## config.mk

```make
export PLATFORM = sky130hd
export DESIGN_NAME = mixcolumn_flat
export DESIGN_NICKNAME = d
export VERILOG_FILES = /design/src/rtl/mixcolumn_pkg.sv /design/src/rtl/mixcolumn_if.sv /design/src/rtl/mixcolumn_mix_col.sv /design/src/rtl/mixcolumn.sv /design/src/flat_wrapper.sv
export SDC_FILE = /design/constraint.sdc
export NUM_CORES = 1
export LEC_CHECK = 0
export CAP_MARGIN = 25
export CORE_ASPECT_RATIO = 0.6
export CORE_MARGIN = 8
export CORE_UTILIZATION = 41
export CTS_BUF_LIST = sky130_fd_sc_hd__clkbuf_4 sky130_fd_sc_hd__clkbuf_8
export DETAILED_ROUTE_END_ITERATION = 8
export GPL_TIMING_DRIVEN = 1
export MAX_ROUTING_LAYER = met4
export PLACE_DENSITY_LB_ADDON = 0.08
export SYNTH_ARGS = -nofsm -noshare
export SYNTH_HDL_FRONTEND = slang
export SYNTH_SLANG_ARGS = --single-unit
```

## constraint.sdc

```tcl
create_clock -name clk -period 2.4 [get_ports clk]
set_input_delay 0.36 -clock clk [delete_from_list [all_inputs] [get_ports clk]]
set_output_delay 0.36 -clock clk [all_outputs]
set_load 0.02 [all_outputs]
```

## src/rtl/mixcolumn_pkg.sv

```systemverilog
// Shared AES constants, types and GF(2^8) helpers for the MixColumns stage.
// gmul() backs the inverse coefficients enabled by INV_MIX_EN.
package aes_pkg;

  localparam int STATE_W = 128;
  localparam int COL_W   = 32;
  localparam int BYTE_W  = 8;
  localparam int NCOL    = 4;
  localparam int CNT_W   = $clog2(NCOL);

  localparam logic [BYTE_W-1:0] AES_POLY = 8'h1B;

  localparam logic [1:0] ST_IDLE = 2'd0;
  localparam logic [1:0] ST_MIX  = 2'd1;
  localparam logic [1:0] ST_DONE = 2'd2;

  typedef enum logic [1:0] {
    IDLE = ST_IDLE,
    MIX  = ST_MIX,
    DONE = ST_DONE
  } fsm_state_e;

  // Index NCOL-1 holds column 0 so the packed view matches the bus bit order.
  typedef logic [NCOL-1:0][COL_W-1:0] block_t;

  function automatic logic [BYTE_W-1:0] xtime(input logic [BYTE_W-1:0] b);
    return {b[6:0], 1'b0} ^ (b[7] ? AES_POLY : 8'h00);
  endfunction

  function automatic logic [BYTE_W-1:0] gmul(input logic [BYTE_W-1:0] a,
                                             input logic [BYTE_W-1:0] b);
    logic [BYTE_W-1:0] p;
    logic [BYTE_W-1:0] x;
    p = '0;
    x = a;
    for (int i = 0; i < BYTE_W; i++) begin
      if (b[i]) p = p ^ x;
      x = xtime(x);
    end
    return p;
  endfunction

endpackage

```

## src/rtl/mixcolumn_if.sv

```systemverilog
// Handshake/data bundle between ShiftRows, MixColumns and AddRoundKey.
// The decrypt select only exists when INV_MIX_EN is defined.
interface mixcolumn_if;
  import aes_pkg::*;

  logic [STATE_W-1:0] plain_row;
  logic               ok_row;
  logic               is_last;
`ifdef INV_MIX_EN
  logic               decrypt;
`endif
  logic [STATE_W-1:0] plain_mix;
  logic               ok_mix;
  logic               busy;
  logic               overrun;

  modport master (
`ifdef INV_MIX_EN
    output decrypt,
`endif
    output plain_row, ok_row, is_last,
    input  plain_mix, ok_mix, busy, overrun
  );

  modport slave (
`ifdef INV_MIX_EN
    input  decrypt,
`endif
    input  plain_row, ok_row, is_last,
    output plain_mix, ok_mix, busy, overrun
  );

endinterface

```

## src/rtl/mixcolumn_mix_col.sv

```systemverilog
// Combinational single-column mixer: forward MixColumns or, with inv=1,
// InvMixColumns. Byte a0 (row 0) is the most significant byte.
module mix_col
  import aes_pkg::*;
(
  input  logic [COL_W-1:0] col_in,
  input  logic             inv,
  output logic [COL_W-1:0] col_out
);

  logic [BYTE_W-1:0] a0, a1, a2, a3;
  logic [BYTE_W-1:0] f0, f1, f2, f3;
  logic [BYTE_W-1:0] i0, i1, i2, i3;

  assign {a0, a1, a2, a3} = col_in;

  // Forward matrix rows are rotations of {02,03,01,01}; 03*x = xtime(x)^x.
  assign f0 = xtime(a0) ^ xtime(a1) ^ a1 ^ a2 ^ a3;
  assign f1 = a0 ^ xtime(a1) ^ xtime(a2) ^ a2 ^ a3;
  assign f2 = a0 ^ a1 ^ xtime(a2) ^ xtime(a3) ^ a3;
  assign f3 = xtime(a0) ^ a0 ^ a1 ^ a2 ^ xtime(a3);

  assign i0 = gmul(a0, 8'h0e) ^ gmul(a1, 8'h0b) ^ gmul(a2, 8'h0d) ^ gmul(a3, 8'h09);
  assign i1 = gmul(a0, 8'h09) ^ gmul(a1, 8'h0e) ^ gmul(a2, 8'h0b) ^ gmul(a3, 8'h0d);
  assign i2 = gmul(a0, 8'h0d) ^ gmul(a1, 8'h09) ^ gmul(a2, 8'h0e) ^ gmul(a3, 8'h0b);
  assign i3 = gmul(a0, 8'h0b) ^ gmul(a1, 8'h0d) ^ gmul(a2, 8'h09) ^ gmul(a3, 8'h0e);

  assign col_out = inv ? {i0, i1, i2, i3} : {f0, f1, f2, f3};

endmodule

```

## src/rtl/mixcolumn.sv

```systemverilog
// Iterative AES MixColumns stage: one column per clock through a shared mixer,
// final round bypassed. Define INV_MIX_EN to add the decrypt (InvMixColumns) select.
module mixcolumn
  import aes_pkg::*;
(
  input logic        clk,
  input logic        rst_n,
  mixcolumn_if.slave bus
);

  fsm_state_e         state_q, state_d;
  logic [CNT_W-1:0]   col_cnt_q, col_cnt_d;
  block_t             work_q, work_d;
  logic [STATE_W-1:0] plain_mix_q, plain_mix_d;
  logic               ok_mix_q, ok_mix_d;
  logic               busy_q, busy_d;
  logic               overrun_q, overrun_d;
  logic               inv_sel;
  logic [CNT_W-1:0]   col_idx;
  logic [COL_W-1:0]   mixed_col;

`ifdef INV_MIX_EN
  logic decrypt_q, decrypt_d;
  assign inv_sel = decrypt_q;
`else
  assign inv_sel = 1'b0;
`endif

  assign col_idx = CNT_W'(NCOL - 1) - col_cnt_q;

  mix_col u_mix_col (
    .col_in  (work_q[col_idx]),
    .inv     (inv_sel),
    .col_out (mixed_col)
  );

  always_comb begin
    state_d     = state_q;
    col_cnt_d   = col_cnt_q;
    work_d      = work_q;
    plain_mix_d = plain_mix_q;
    ok_mix_d    = 1'b0;
    overrun_d   = 1'b0;
`ifdef INV_MIX_EN
    decrypt_d   = decrypt_q;
`endif
    case (state_q)
      IDLE: begin
        if (bus.ok_row) begin
          if (bus.is_last) begin
            plain_mix_d = bus.plain_row;
            ok_mix_d    = 1'b1;
            state_d     = DONE;
          end else begin
            work_d    = bus.plain_row;
            col_cnt_d = '0;
            state_d   = MIX;
`ifdef INV_MIX_EN
            decrypt_d = bus.decrypt;
`endif
          end
        end
      end
      MIX: begin
        overrun_d       = bus.ok_row;
        work_d[col_idx] = mixed_col;
        col_cnt_d       = col_cnt_q + 1'b1;
        if (col_cnt_q == CNT_W'(NCOL - 1)) begin
          plain_mix_d = work_d;
          ok_mix_d    = 1'b1;
          state_d     = DONE;
        end
      end
      DONE: begin
        overrun_d = bus.ok_row;
        state_d   = IDLE;
      end
      default: state_d = IDLE;
    endcase
    // Outputs are registered, so they track the state being entered.
    busy_d = (state_d != IDLE);
  end

  always_ff @(posedge clk or negedge rst_n) begin
    if (!rst_n) begin
      state_q     <= IDLE;
      col_cnt_q   <= '0;
      work_q      <= '0;
      plain_mix_q <= '0;
      ok_mix_q    <= 1'b0;
      busy_q      <= 1'b0;
      overrun_q   <= 1'b0;
`ifdef INV_MIX_EN
      decrypt_q   <= 1'b0;
`endif
    end else begin
      state_q     <= state_d;
      col_cnt_q   <= col_cnt_d;
      work_q      <= work_d;
      plain_mix_q <= plain_mix_d;
      ok_mix_q    <= ok_mix_d;
      busy_q      <= busy_d;
      overrun_q   <= overrun_d;
`ifdef INV_MIX_EN
      decrypt_q   <= decrypt_d;
`endif
    end
  end

  assign bus.plain_mix = plain_mix_q;
  assign bus.ok_mix    = ok_mix_q;
  assign bus.busy      = busy_q;
  assign bus.overrun   = overrun_q;

endmodule

```

## src/flat_wrapper.sv

```systemverilog
// flat-port wrapper written by rule: the top's interface ports become plain ports
module mixcolumn_flat import aes_pkg::*;
  (clk, rst_n, bus_plain_row, bus_ok_row, bus_is_last, bus_plain_mix, bus_ok_mix, bus_busy, bus_overrun);
  mixcolumn_if bus_i ();
  input logic clk;
  input logic rst_n;
  input wire logic [$bits(bus_i.plain_row)-1:0] bus_plain_row;
  input wire logic [$bits(bus_i.ok_row)-1:0] bus_ok_row;
  input wire logic [$bits(bus_i.is_last)-1:0] bus_is_last;
  output wire logic [$bits(bus_i.plain_mix)-1:0] bus_plain_mix;
  output wire logic [$bits(bus_i.ok_mix)-1:0] bus_ok_mix;
  output wire logic [$bits(bus_i.busy)-1:0] bus_busy;
  output wire logic [$bits(bus_i.overrun)-1:0] bus_overrun;
  assign bus_i.plain_row = bus_plain_row;
  assign bus_i.ok_row = bus_ok_row;
  assign bus_i.is_last = bus_is_last;
  assign bus_plain_mix = bus_i.plain_mix;
  assign bus_ok_mix = bus_i.ok_mix;
  assign bus_busy = bus_i.busy;
  assign bus_overrun = bus_i.overrun;
  mixcolumn u_core (.clk(clk), .rst_n(rst_n), .bus(bus_i));
endmodule
```

==> metrics.txt, run 1 <==
row count=between 50 and 60; Gate Count Post-Synth=1433; post-synth top area share=0.453; Area Overhead vs Synth=42.4%; share of cells above drive strength 1=0.232; critical path required time=2.89 ns; worst-margin pin slew=0.572 ns; clock sink count=263; Final Hold Vio Count=0; Synth async-reset ratio=1.00; Hold Path Class=in -> async; core area=34900 sq um; die width=259 microns; hpwl dp=about 43 mm; wire per inst=27.8 microns; setup TNS=-7.44 ns; Num CTS Buffers=43; Nets=approximately 1.9k; DIE AREA=41900 sq um; CTS tree=yes; FMAX=roughly 0.4 GHz; Synth area leaders=dfrtp_1, a21oi_1, xnor3_1; failing checks=setup timing; first-pass GRT wire length=93.7 mm; count leader, synth=dfrtp_1; status=finished, violations left; DRC=0; Net Count, Synth=1571; Seq/Total Area, Yosys=0.453; gr usage total=0.298; routed wl met2=roughly 27 mm; Yosys cell types=between 40 and 50; Hold Slack=roughly 0.32 ns; Final Max Slew Viols=0; vias in the first global route=approximately 14k; Commonest cells post-synth=dfrtp_1, a21oi_1, nor2_1; DR pass1 iterations=5; DR vias/cell=6.34; Final ANT Viol Nets=0; Crit Path Class=reg -> reg; WL final=approximately 63 mm; placed cell count=between 2k and 2.5k; unrepaired setup endpoints after global routing=yes; wire length on met3=7.20 mm; multi-input logic area=8200 sq um; clk_skew=around 0.024 ns; worst skew pair latency=0.58 ns; DR top layer=met4; cell taking the most area after synthesis=dfrtp_1; Tcrit/Tclk final=1.06; initial antenna violation count=2; fin crit period=about 2.6 ns; sequential cell area=6580 sq um; # IOs=between 200 and 300; number of H-tree levels=2; pin count of the biggest net entering global routing=between 80 and 90; clock root buffer master=clkbuf_8; Final Setup Violations=about 130; I/O Buffers=262; nature of the critical path startpoint=flop; ys flop type=dfrtp_1; fillers=just under 3k; global route overflow=0; worst-path fanout max=14; Mapped Area=14500 sq um; crit end category=flop; clock-pin slew on the worst setup and hold paths=0.06 ns; max cap viols=0; worst path arrival time=just over 3 ns; Setup Slack @ Placement=-0.369 ns; YS warnings=0; DR vias=~14k; Final GP Congestion=approximately 0.9; Initial DRC Count=about 1.8k; EDFF count, synth=0; Setup WS post-layout=-0.156 ns; DIE HEIGHT=roughly 160 microns; Synth Register Bits=263; worst rel slew slack=0.619; post-route insts no fill=2264; Post-Syn Area per Cell=approximately 10 sq um; Met1 Wirelength=~27 mm; CTS max path bufs=3; Starting Density=0.416
## flip-flops by register name (all words and copies together), names as in the netlist
signal,count
u_core.bus.busy,1
u_core.work_q,128
u_core.bus.plain_mix,128
u_core.bus.ok_mix,1
u_core.col_cnt_q,2
u_core.bus.overrun,1
u_core.state_q,2
## metal layers
| metal | vias up | track usage |
|---|---|---|
| met5 | - | - |
| met4 | 0 | 0.0834 |
| met3 | 111 | 0.0855 |
| met2 | 909 | 0.410 |
| met1 | 7172 | 0.423 |
| li1 | 6160 | - |
## placed cells by master, fill, tap and decap left out, drive strengths merged, types with 5 or more instances in the layout
cell type and n:
o211ai 18, xnor2 24, or3 18, o21ai 62, mux2i 13, nor3 68
and2 9, a221oi 60, clkdlybuf4s50 261, mux4 32, nor2 159, dfrtp 263
xnor3 37, a311oi 6, nand2b 19, a21oi 171, inv 6, o221ai 36
o22ai 115, a22oi 27, buf 167, a211oi 25, a31oi 36, nor2b 21
ha 6, xor3 7, clkbuf 70, nand2 38, xor2 5
## per-stage QoR
step	utilization	cell area, sq um
floorplan	-	14500
global placement	0.535	18700
detailed placement	0.535	18700
CTS	0.577	20200
global route	0.592	20700
finish	0.592	20700
## critical path: stages, from the launching register on
cell,delay (ns)
dfrtp_2,0.42
buf_12,0.18
mux4_2,0.62
xnor3_1,0.46
xnor3_2,0.57
a31oi_1,0.20
## what timing repair did
| item | 4_1_cts | 5_1_grt |
|---|---|---|
| hold buffers | 1 | 0 |
| pin swaps | 6 | 13 |
| endpoints found under the hold margin | 46 | 0 |
| setup endpoints to repair | 161 | 224 |
| buffers inserted | 21 | 14 |
| resized for setup | 85 | 70 |
## path summary, 6_finish.rpt
check                                              start                  endpoint  slack (ns)  cells after the start
worst max-delay path                 u_core.col_cnt_q[0]         u_core.work_q[65]       -0.16                      5
worst min-delay path                               rst_n  u_core.bus.plain_mix[41]        0.32                      2
max in group asynchronous                          rst_n         u_core.work_q[31]        1.29                      3
worst min register to register  u_core.bus.plain_mix[60]  u_core.bus.plain_mix[60]        0.48                      2
min in group clk                      bus_plain_row[103]        u_core.work_q[103]        0.48                      3
worst max register to register       u_core.col_cnt_q[0]         u_core.work_q[65]       -0.16                      5
## layout make-up
class                      count  share of cell area
clock inverter                 2            0.000484
inverter                       7             0.00133
multi-input combinational   1024               0.396
timing repair buffer         429               0.213
antenna                        2            0.000242
tap                          467              0.0282
clock buffer                  70              0.0420
sequential                   263               0.318
## logic make-up after synthesis
group | after synthesis | share of synthesized area
AOI/OAI and AO/OA | 560 | 0.245
xor gates and xnor gates | 73 | 0.0920
adders and majority gates | 6 | 0.00517
buffers and inverters | 146 | 0.0399
DFF | 263 | 0.453
muxes | 45 | 0.0585
and+or+nand+nor | 340 | 0.107
Power of run 1 is not shown: default switching activity piles up to over one toggle a cycle in this logic, so the estimate is an artifact.
==> run 2, diff against run 1 <==
--- a/config.mk
+++ b/config.mk
@@ -16,4 +16,5 @@
 export PLACE_DENSITY_LB_ADDON = 0.08
 export SYNTH_ARGS = -nofsm -noshare
 export SYNTH_HDL_FRONTEND = slang
+export SYNTH_HIERARCHICAL = 1
 export SYNTH_SLANG_ARGS = --single-unit
==> run 2 against run 1 <==
The flow still finishes with violations (setup timing). Critical path depth up 5. Via count fell by 7.4%. Count of clock-buffer cells in the layout decreased by 8. Maximum frequency shrank 14%. Die area rose by 5.5%. Sequential share of layout area shrank 2.6 points. Synthesized cell count grew 11%. Setup slack worse by 0.43 ns. Cell area rose by 9.1%. Non-clock buffer count is 104 higher.
==> metrics.txt, run 2 <==
worst rel slew slack=0.466; Tcrit/Tclk final=1.25; post-synthesis mux area share=0.134; Mapped Area=15400 sq um; Seq/Total Area, Yosys=0.427; count leader, synth=nand2_1; CTS tree=yes; FMAX=0.335 GHz; most frequent cells in the layout=nand2_1, o21ai_1, clkdlybuf4s50_1, dfrtp_1, buf_4; DIE AREA=around 44000 sq um; share of cells above drive strength 1=0.277; pin count of the biggest net entering global routing=roughly 160; core area=~37000 sq um; Commonest cells post-synth=nand2_1, dfrtp_1, o21ai_1; failing checks=setup timing; DR vias/cell=approximately 5.1; WL final=roughly 55 mm; Synth Area in Adders=0.00569; Hold Path Class=in -> async; Final ANT Viol Nets=0; clock sink count=~260; gr usage total=0.250; Final Hold Vio Count=0; worst path buffer plus inverter count=1; worst-path fanout max=8; Yosys cell types=34; post-synthesis xor/xnor area fraction=0.143; cell taking the most area after synthesis=dfrtp_1; Starting Density=0.412; slowest cell on the critical path=mux4_2; Post-Synth Simple-Gate Area=0.102; commonest non-fill, non-tap cell in the layout=nand2_1; DR pass1 iterations=5; status=finished, violations left; Final Setup Violations=256; Synth Register Bits=around 260; global route overflow=0; Crit Path Class=reg -> reg; first-pass GRT wire length=between 80 and 90 mm; number of H-tree levels=2; clock-pin slew on the worst setup and hold paths=~0.060 ns; max cap viols=0; CP peak stage delay=approximately 0.64 ns; post-synth top area share=0.427; I/O Buffers=about 260; Post-Syn Area per Cell=about 9.7 sq um; Nets=2184; Num CTS Buffers=between 40 and 50; Synth Area in Compound Gates=0.135; Initial DRC Count=1117; row count=55; Setup Slack @ Placement=-0.720 ns; die width=about 270 microns; Synth async-reset ratio=1.00; # IOs=around 260; critical path required time=2.88 ns; unrepaired setup endpoints after global routing=yes; CP top delay family=XOR/XNOR gates; fin crit period=roughly 3 ns; worst path arrival time=approximately 3.5 ns; worst-margin pin slew=roughly 0.80 ns; EDFF count, synth=0; reg2reg setup slack=-0.59 ns; hpwl dp=about 40 mm; Setup WS post-layout=-0.588 ns; Synth area leaders=dfrtp_1, nand2_1, mux2i_1; YS warnings=6; Area Overhead vs Synth=46.6%; clock root buffer master=clkbuf_8; ys flop type=dfrtp_1; DRC=0; largest family of logic cells by synthesized area=XOR/XNOR gates; worst-path cell chain=buf_12, mux4_2, xnor2_4, xnor3_2, xor2_2, xnor2_2, mux2i_1, nand2_1, o21ai_0, o21ai_1; Final GP Congestion=0.885; wire per inst=roughly 21 microns; Gate Count Post-Synth=1594; crit end category=flop; CTS max path bufs=3; vias in the first global route=between 10k and 15k; clk_skew=0.0354 ns; initial antenna violation count=0; nature of the critical path startpoint=flop; Antenna Cells=0; DIE HEIGHT=approximately 170 microns; worst skew pair latency=0.58 ns; Final Max Slew Viols=0; DR vias=13.3k
==> run 2: cell count changes after synthesis, sizes merged, moves of 68 or more <==
cell    change
o22ai     -115
xnor2     +120
a21oi     -163
o21ai     +329
nor3       -68
clkbuf     -69
nand2     +359
nor2      -152
mux2i     +121
==> run 2: cell families after synthesis <==
| group | count (synthesis) |
|---|---|
| mux | 166 |
| simple gates | 413 |
| xor+xnor | 205 |
| fa+ha+maj | 7 |
| compound gates | 404 |
| flops | 263 |
| buf+inv | 135 |
| other cells | 1 |
==> run 2: metal layers <==
| layer | up-vias | GRT usage | part of all wire |
|---|---|---|---|
| li1 | 6328 | - | - |
| met1 | 6531 | 0.379 | 0.50 |
| met4 | 0 | 0.0349 | 0.011 |
| met2 | 385 | 0.347 | 0.43 |
| met5 | - | - | 0 |
| met3 | 53 | 0.0510 | 0.065 |
==> run 2: per-stage QoR <==
step / cells / hold WS (ns) / setup TNS, ns / util / instance area (sq um)
floorplan: 1597 / 0.0644 / -39.24 / - / 15800
global placement: 2461 / 0.305 / -110.17 / 0.540 / 20200
detailed placement: 2461 / 0.295 / -117.45 / 0.540 / 20200
CTS: 2564 / 0.277 / -108.16 / 0.588 / 22000
global route: 2584 / 0.303 / -142.04 / 0.604 / 22600
finish: 2584 / 0.284 / -105.97 / 0.604 / 22600
==> run 2: cell type report <==
cell class                      instances  area, sq um
Timing Repair Buffer                  533         5180
Clock buffer                           62          759
Sequential cell                       263         6580
Inverter                                5         18.8
Fill cell                            3164        14800
Tap cell                              513          642
Clock inverter                          9          100
Multi-Input combinational cell       1199         9300
==> run 2: what timing repair did <==
item	4_1_cts	5_1_grt
hold buffers	1	0
buffers inserted	38	28
hold endpoints to repair	38	0
endpoints found under the setup margin	256	256
gates resized for setup	181	93
pin swaps	75	56
gates cloned	1	0
==> run 2: path summary, 6_finish.rpt <==
check | startpoint | to | cells after the start
max in group asynchronous | rst_n | u_core/work_q[74] | 3
worst min-delay path | rst_n | u_core/bus.plain_mix[63] | 2
worst max register to register | u_core/col_cnt_q[1] | u_core/bus.plain_mix[44] | 10
min in group clk | bus_plain_row[53] | u_core/work_q[53] | 3
worst min register to register | u_core/bus.plain_mix[72] | u_core/bus.plain_mix[72] | 2
worst max-delay path | u_core/col_cnt_q[1] | u_core/bus.plain_mix[44] | 10
Power of run 2 is left out for the same reason.
==> run 3, diff against run 2 <==
--- a/config.mk
+++ b/config.mk
@@ -8,7 +8,7 @@
 export CAP_MARGIN = 25
 export CORE_ASPECT_RATIO = 0.6
 export CORE_MARGIN = 8
-export CORE_UTILIZATION = 41
+export CORE_UTILIZATION = 50
 export CTS_BUF_LIST = sky130_fd_sc_hd__clkbuf_4 sky130_fd_sc_hd__clkbuf_8
 export DETAILED_ROUTE_END_ITERATION = 8
 export GPL_TIMING_DRIVEN = 1
==> run 3 against run 2 <==
Die area down 17%. Setup slack worse by 0.19 ns. First-iteration DRC count up 22%. Register-to-register slack worse by 0.19 ns. Non-clock buffer count up 61. The flow still finishes with violations (setup timing). Via count up 5.7%. Clock skew down 0.00082 ns. Flip-flop and latch count unchanged. Cell area up 3.8%.
==> metrics.txt, run 3 (synthesized netlist as in run 2, its figures left out) <==
hpwl dp=40.7 mm; crit end category=flop; Crit Path Class=reg -> reg; initial antenna violation count=0; post-route insts no fill=2547; gr usage total=0.306; number of H-tree levels=2; slowest cell on the critical path=mux4_2; failing checks=setup timing; Starting Density=0.512; reg2reg setup slack=-0.78 ns; Final Max Slew Viols=0; unrepaired setup endpoints after global routing=yes; row count=around 50; DRC=0; critical path required time=between 2 and 3 ns; Area Overhead vs Synth=52.2%; I/O Buffers=262; Reg-to-Reg Start=u_core/col_cnt_q[1]; Nets=~2.2k; pin count of the biggest net entering global routing=~110; max cap viols=0; DIE HEIGHT=around 150 microns; worst skew pair latency=just under 0.6 ns; share of cells above drive strength 1=0.316; CTS tree=yes; vias in the first global route=approximately 14k; FMAX=roughly 0.31 GHz; CP top delay family=buffers and inverters; fillers=between 2k and 2.5k; Final Setup Violations=approximately 260; placed cell count=approximately 2.4k; status=finished, violations left; commonest non-fill, non-tap cell in the layout=nand2_1; core area=30100 sq um; multi-input logic area=9630 sq um; worst rel slew slack=0.609; Antenna Cells=0; global route overflow=0; Final Hold Vio Count=0; worst-path cell chain=buf_12, buf_12, mux4_2, buf_12, xnor2_4, buf_6, xnor2_4, xor2_1, nor2_1, a21oi_2, xnor2_2, buf_4, mux2i_1, nand2_1, o21ai_2, o21ai_1; DR vias=14.1k; Final GP Congestion=1.02; Setup WS post-layout=-0.781 ns; nature of the critical path startpoint=flop; reg2reg end=u_core/bus.plain_mix[11]; worst path buffer plus inverter count=5; clock sink count=approximately 260; clock root buffer master=clkbuf_8; worst path arrival time=between 3 and 4 ns; DR pass1 iterations=7; clock-pin slew on the worst setup and hold paths=~0.07 ns; Initial DRC Count=1364; worst-path fanout max=5; worst-margin pin slew=0.587 ns; fin crit period=~3.2 ns; DIE AREA=between 30000 and 40000 sq um; Reg2Reg Depth=16; sequential cell area=between 6000 and 7000 sq um; most frequent cells in the layout=nand2_1, clkdlybuf4s50_1, dfrtp_1; DR vias/cell=between 5 and 6; CTS max path bufs=3; WL final=between 50 and 60 mm; wire per inst=~23 microns; clk_skew=0.0345 ns; Tcrit/Tclk final=1.33; most used cell, CP=buf_12; CP peak stage delay=slightly below 0.6 ns; Hold Path Class=in -> async; die width=between 200 and 250 microns; Num CTS Buffers=42; # IOs=around 260; Final ANT Viol Nets=0; setup TNS=-125.74 ns; first-pass GRT wire length=86.4 mm
[run 3: cell count changes in the layout (fill, tap and decap cells not counted), sizes merged]
cell,change
bufinv,-2
clkinv,+2
clkbuf,+6
buf,+62
bufbuf,-1
inv,+1
[run 3: worst max-delay path by stage]
stage / start / end / slack, ns / depth (start not counted)
6_report: u_core/col_cnt_q[1] / u_core/bus.plain_mix[11] / -0.78 / 16
3_5_place_dp: u_core/col_cnt_q[1] / u_core/bus.plain_mix[36] / -0.88 / 12
3_3_place_gp: u_core/col_cnt_q[1] / u_core/work_q[36] / -0.84 / 12
4_1_cts: u_core/col_cnt_q[1] / u_core/bus.plain_mix[36] / -0.55 / 13
5_1_grt: u_core/col_cnt_q[1] / u_core/bus.plain_mix[11] / -0.81 / 16
2_1_floorplan: u_core/col_cnt_q[1] / u_core/bus.plain_mix[17] / -0.38 / 13
[run 3: layout make-up]
class	instances	area share
repair buffers	594	0.247
flip-flops and latches	263	0.281
clock buffers	68	0.0365
inverters	5	0.000801
multi-input cells	1199	0.411
clock inverters	10	0.00262
well taps	408	0.0218
[run 3: routing by layer]
| metal | routed length (microns) | global-route usage | vias to the layer above |
|---|---|---|---|
| met5 | 0 | - | - |
| met4 | 839 | 0.0455 | 0 |
| met3 | 5730 | 0.0732 | 73 |
| met1 | 26100 | 0.456 | 6926 |
| li1 | - | - | 6456 |
| met2 | 25000 | 0.427 | 600 |
[run 3: what timing repair did]
item,4_1_cts,5_1_grt
hold endpoints to repair,54,0
setup buffers,76,34
pin swaps,128,63
hold buffers,1,0
endpoints found under the setup margin,256,256
resized for setup,303,44
cloned,2,0
[run 3: worst reg2reg max path: stages (launching register included)]
cell and delay, ns:
dfrtp_2 0.39, buf_12 0.13, buf_12 0.13, mux4_2 0.59, buf_12 0.17, xnor2_4 0.21
buf_6 0.15, xnor2_4 0.11, xor2_1 0.20, nor2_1 0.09, a21oi_2 0.17, xnor2_2 0.10
buf_4 0.16, mux2i_1 0.15, nand2_1 0.10, o21ai_2 0.12, o21ai_1 0.08
[run 3: metrics by stage]
step | hold slack, ns | cell area (sq um) | setup WS, ns | utilization
after floorplan | 0.0644 | 15800 | -0.375 | -
after CTS | 0.316 | 22900 | -0.551 | 0.762
after global routing | 0.314 | 23400 | -0.807 | 0.779
after global placement | 0.339 | 20100 | -0.837 | 0.669
final | 0.300 | 23400 | -0.781 | 0.779
after detailed placement | 0.340 | 20100 | -0.882 | 0.669
Power of run 3 is left out for the same reason.
